--- src/rtl/irq_pkg.sv ---
// Shared types and defaults for the interrupt priority controller.
package irq_pkg;

  typedef enum logic [1:0] {
    IDLE    = 2'd0,
    REQ     = 2'd1,
    SERVICE = 2'd2
  } irq_state_e;

  localparam int DEFAULT_NUM_IRQ    = 4;
  localparam int DEFAULT_BASE_CAUSE = 16;

endpackage

--- src/rtl/irq_prio_enc.sv ---
// Combinational lowest-index-wins priority encoder.
module irq_prio_enc #(
  parameter int N     = 4,
  parameter int IDX_W = $clog2(N)
) (
  input  logic [N-1:0]     req,
  output logic             valid,
  output logic [IDX_W-1:0] idx
);

  // Walk from the top down so the lowest set index is the last write.
  always_comb begin
    valid = 1'b0;
    idx   = '0;
    for (int i = N - 1; i >= 0; i--) begin
      if (req[i]) begin
        valid = 1'b1;
        idx   = IDX_W'(i);
      end
    end
  end

endmodule

--- src/rtl/irq_prio_ctrl.sv ---
// Interrupt priority controller: edge/level pending capture, fixed priority, IDLE/REQ/SERVICE handshake.
// Define IRQ_SYNC_EN to put a 2-flop synchroniser on every irq_in bit.
module irq_prio_ctrl
  import irq_pkg::*;
#(
  parameter int NUM_IRQ    = DEFAULT_NUM_IRQ,
  parameter int BASE_CAUSE = DEFAULT_BASE_CAUSE,
  parameter int CAUSE_W    = 5
) (
  input  logic                       clk,
  input  logic                       rst_n,
  input  logic [NUM_IRQ-1:0]         irq_in,
  input  logic [NUM_IRQ-1:0]         edge_mode,
  input  logic [NUM_IRQ-1:0]         irq_en,
  input  logic                       clr_valid,
  input  logic [$clog2(NUM_IRQ)-1:0] clr_idx,
  input  logic                       ack,
  input  logic                       done,
  output logic                       irq_req,
  output logic [CAUSE_W-1:0]         irq_cause,
  output logic [NUM_IRQ-1:0]         pending,
  output logic [1:0]                 dbg_state
);

  localparam int IDX_W = $clog2(NUM_IRQ);

  // Handshake: irq_req is high exactly while in REQ; a one-cycle ack there
  // takes the trap (REQ->SERVICE), a one-cycle done in SERVICE returns to IDLE.
  // ack outside REQ and done outside SERVICE have no effect.

  logic [NUM_IRQ-1:0] irq_s, prev_q, pending_q, pending_d, rise, clr_hit;
  irq_state_e         state_q, state_d;
  logic [IDX_W-1:0]   win_q, win_d, enc_idx;
  logic               enc_valid, win_active, clr_in_range;

`ifdef IRQ_SYNC_EN
  logic [NUM_IRQ-1:0] sync1_q, sync2_q;

  always_ff @(posedge clk or negedge rst_n) begin
    if (!rst_n) begin
      sync1_q <= '0;
      sync2_q <= '0;
    end else begin
      sync1_q <= irq_in;
      sync2_q <= sync1_q;
    end
  end

  assign irq_s = sync2_q;
`else
  assign irq_s = irq_in;
`endif

  assign rise         = irq_s & ~prev_q;
  assign clr_in_range = {{(32 - IDX_W){1'b0}}, clr_idx} < NUM_IRQ;

  // A rising edge beats a coincident clear; level channels just follow the input.
  always_comb begin
    clr_hit   = '0;
    pending_d = pending_q;
    for (int i = 0; i < NUM_IRQ; i++) begin
      clr_hit[i] = clr_valid && clr_in_range && (clr_idx == IDX_W'(i));
      if (edge_mode[i]) begin
        if (rise[i])         pending_d[i] = 1'b1;
        else if (clr_hit[i]) pending_d[i] = 1'b0;
      end else begin
        pending_d[i] = irq_s[i];
      end
    end
  end

  always_ff @(posedge clk or negedge rst_n) begin
    if (!rst_n) begin
      prev_q    <= '0;
      pending_q <= '0;
    end else begin
      prev_q    <= irq_s;
      pending_q <= pending_d;
    end
  end

  irq_prio_enc #(
    .N     (NUM_IRQ),
    .IDX_W (IDX_W)
  ) u_enc (
    .req   (pending_q & irq_en),
    .valid (enc_valid),
    .idx   (enc_idx)
  );

  assign win_active = pending_q[win_q] & irq_en[win_q];

  always_comb begin
    state_d = state_q;
    win_d   = win_q;
    case (state_q)
      IDLE: begin
        if (enc_valid) begin
          state_d = REQ;
          win_d   = enc_idx;
        end
      end
      REQ: begin
        if (ack)              state_d = SERVICE;
        else if (!win_active) state_d = IDLE;
      end
      SERVICE: begin
        if (done) state_d = IDLE;
      end
      default: state_d = IDLE;
    endcase
  end

  always_ff @(posedge clk or negedge rst_n) begin
    if (!rst_n) begin
      state_q <= IDLE;
      win_q   <= '0;
    end else begin
      state_q <= state_d;
      win_q   <= win_d;
    end
  end

  assign irq_req   = (state_q == REQ);
  assign irq_cause = CAUSE_W'(BASE_CAUSE) + CAUSE_W'(win_q);
  assign pending   = pending_q;
  assign dbg_state = state_q;

endmodule

--- config.mk ---
export PLATFORM = sky130hd
export DESIGN_NAME = irq_prio_ctrl
export DESIGN_NICKNAME = d
export VERILOG_FILES = /design/src/rtl/irq_pkg.sv /design/src/rtl/irq_prio_enc.sv /design/src/rtl/irq_prio_ctrl.sv
export SDC_FILE = /design/constraint.sdc
export NUM_CORES = 1
export LEC_CHECK = 0
export ABC_AREA = 1
export BUFFER_PORTS_ARGS = -buffer_cell sky130_fd_sc_hd__buf_4
export CAP_MARGIN = 20
export CORE_AREA = 5 5 42 44
export CTS_CLUSTER_DIAMETER = 100
export DETAILED_ROUTE_END_ITERATION = 10
export DIE_AREA = 0 0 47 49
export PLACE_DENSITY = 0.87
export SKIP_LAST_GASP = 1
export SLEW_MARGIN = 20
export SYNTH_ARGS = -nofsm -noshare
export SYNTH_HDL_FRONTEND = slang
export SYNTH_SLANG_ARGS = --single-unit
--- constraint.sdc ---
create_clock -name clk -period 2 [get_ports clk]
set_clock_uncertainty 0.15 [all_clocks]
set_input_delay 0.2 -clock clk [delete_from_list [all_inputs] [get_ports clk]]
set_output_delay 0.2 -clock clk [all_outputs]
set_load 0.005 [all_outputs]
==> summary.md <==
| Metric | Value |
|---|---|
| Grt met1 use | about 18% |
| Core ar. | between 1000 and 1500 sq um |
| Starting Density | approximately two fifths |
| ANT cells | 0 |
| Run status | finished, final reports clean |
| Min cycle time layout | between 1 and 1.5 ns |
| CTS tree | built |
| Crit start category | register |
| Global Route met3 Usage | around 5.5% |
| Finished Cell Area | around 860 sq um |
| Routability Congestion | between 0.7 and 0.8 |
| Global route overflow | 0 |
| DIE AREA | roughly 2300 sq um |
| Hold_buf cts | 6 |
| Vert. Die Dim | a little under 50 microns |
| # fillers | about 120 |
| Layout Nets | approximately 130 |
| Worst vdd ir | about 470 uV |
| Global-route wire length before repair | roughly 2700 microns |
| Die X | 47 microns |
| Cell area after synthesis | about 570 sq um |
| Critical path required time | 1.65 ns |
| Crit. End Element | output port |
| Mean Syn Cell Area | 7.727 sq um |
| P_sw | around 0.00028 W |
| R2R cell count | 6 |
| Worst-skew pair later-pin latency | 0.27 ns |
| Max-Cap Viols | 0 |
| Fin. Hold Viols | 0 |
| Hold_sp | ack |
| GR Util met2 | around a quarter |
| Pin count of the biggest net entering global routing | 13 |
| Internal Power | about 0.00052 W |
| Sequential Power Share | 43.6% |
| Cell with the most instances after synthesis | nand2_1 |
| FMAX | 759.5 MHz |
| Final Cycle Share | about two thirds |
| Antenna Nets Post-Route | 0 |
| Hold path depth | 3 |
| Highest-delay cell along the critical path | dfrtp_1 |
| TNS Setup | 0 ns |
| Share of post-route cells with drive strength above 1 | ~29% |
| Drt wl/cell | between 10 and 15 microns |
| I/O Buffers | 27 |
| Post-CTS Setup Repair Bufs | 0 |
| Htree depth | 1 |
| Vias per cell | 4.863 |
| Vias in the first global route | ~640 |
| Final setup fails | 0 |
| Clock power share | between 15 and 20% |
| Total power | between 0.0007 and 0.0008 W |
| Synth area leader | dfrtp_1 |
| Synth-to-Final Area Change | 50.11% |
| Post-detailed-placement cell area | between 700 and 800 sq um |
| Post_cts resized | 0 |
| I/O pins | 31 |
| Most area-consuming cells after synthesis | dfrtp_1, nand2_1, nand3_1 |
| DR pass1 iterations | 4 |
| Ys flop type | dfrtp_1 |
| Critical Path Source | dbg_state[0] |
| Synth top cells by count | nand2_1, nand3_1, dfrtp_1 |
| Leakage Power | ~0.48 nW |
| DRC | 0 |
| Synthesized instance count | between 70 and 80 |
| Number of synthesized flops with an enable pin | 0 |
| Clock Sinks | 12 |
| Vias | between 600 and 700 |
| Clock-pin slew on the worst setup and hold paths | about 0.07 ns |
| Sw frac | between 30% and 40% |
| Worst R2R Start | pending[0] |
| Rows | 14 |
| Post-synth top area share | 52.52% |
| Largest stage delay, worst path | between 0.3 and 0.4 ns |
| Flops & latches, synth | 12 |
| Unique masters post-synth | 10 |
| Slew Viols, Final | 0 |
| Setup CP Type | reg -> out |
| Min-delay worst type | in -> reg |
| Initial antenna violation count | 0 |
| Total track usage | between 15 and 20% |
| Final WL | approximately 1500 microns |
| GRT Max-Usage Layer | met2 |
| CP Max Fanout | 3 |
| Sequential fraction of the synthesis area | between 50% and 60% |
| Ys async rst share | 100.0% |
| Worst-path cell chain | inv_1 -> nor2_1 -> buf_4 |
| Initial drt markers | 12 |
| PwrDens | 930.3 nW/um^2 |
| Warnings, synthesis | 0 |
| RSZ-0062 raised after global routing | no |
| CTS buffer count | 3 |
| Worst path arrival time | about 0.97 ns |
| CTS root buf | clkbuf_4 |
| DP HPWL | approximately 1100 microns |
| Clock tree buffer depth | 2 |
| Comb power frac | around two fifths |
-- final cells by class --
type | count | area [sq um] | share of cell area [%]
Multi-Input combinational cell | 53 | 226.5 | 26.38
Timing Repair Buffer | 33 | 262.8 | 30.61
Sequential cell | 12 | 300.3 | 34.99
Tap cell | 16 | 20.02 | 2.332
Clock buffer | 3 | 22.52 | 2.624
Inverter | 7 | 26.28 | 3.061
-- power by group through the flow --
| stage | combinational, W | sequential (W) | clock (W) |
|---|---|---|---|
| after CTS | 0.000311 | 0.000348 | 0.000150 |
| after floorplan | 0.000140 | 0.000349 | 0 |
| after detailed placement | 0.000300 | 0.000353 | 0 |
| final | 0.000306 | 0.000348 | 0.000144 |
| after global routing | 0.000350 | 0.000360 | 0.000162 |
| after global placement | 0.000286 | 0.000351 | 0 |
-- per-layer routing --
metal  up-vias  part of all wire [%]  routed length (microns)
li1        298                     -                        -
met1       276                    36                      524
met2        24                    52                      771
met3         5                    10                      148
met4         0                   2.2                       32
met5         -                     0                        0
-- placed cells by master (no fill, tap or decap), drive strengths merged --
master        n
o21ai         1
nand2        28
dfrtp        12
dlygate4sd3   6
nor2          2
clkbuf        3
nor3          1
inv           7
nand3        18
conb          3
buf          27
-- path summary, 6_finish.rpt --
| check | slack, ns | to |
|---|---|---|
| setup / recovery | 0.68 | irq_req |
| hold / removal | 0.009 | dbg_state[1] |
| setup reg to reg | 0.87 | win_q[0] |
| hold reg to reg | 0.35 | pending[1] |
| max in group asynchronous | 1.38 | dbg_state[1] |
| min in group asynchronous | 0.16 | pending[3] |
-- sequential cells by signal, indices dropped and copies added (netlist names) --
register	count
pending	4
win_q	2
prev_q	4
dbg_state	2
-- worst max-delay path: cells and delay by family, from the launching register on --
kind	cells	cell delay, ns
buffers and inverters	2	0.20
DFF	1	0.38
and+or+nand+nor	1	0.12
-- logic make-up (layout without fill, tap and decap cells) --
logic type / after synthesis / in the layout / synth area share, %
buf+inv: 10 / 43 / 8.534
other cells: 2 / 3 / 1.313
flops: 12 / 12 / 52.52
simple gates: 49 / 49 / 36.76
compound gates: 1 / 1 / 0.8744
-- stage by stage --
| stage | std cells | worst slack, ns | hold slack [ns] | utilization (%) |
|---|---|---|---|---|
| after floorplan | 75 | 0.9628 | -0.2456 | - |
| final | 124 | 0.6834 | 0.009104 | 61.25 |
| after detailed placement | 115 | 0.8816 | -0.1016 | 55.36 |
| after global placement | 115 | 0.9402 | -0.1045 | 55.36 |
| after CTS | 124 | 0.6665 | 0.009911 | 61.25 |
| after global routing | 124 | 0.5854 | 0.02734 | 61.25 |
Power figures use the tool's default switching activity.
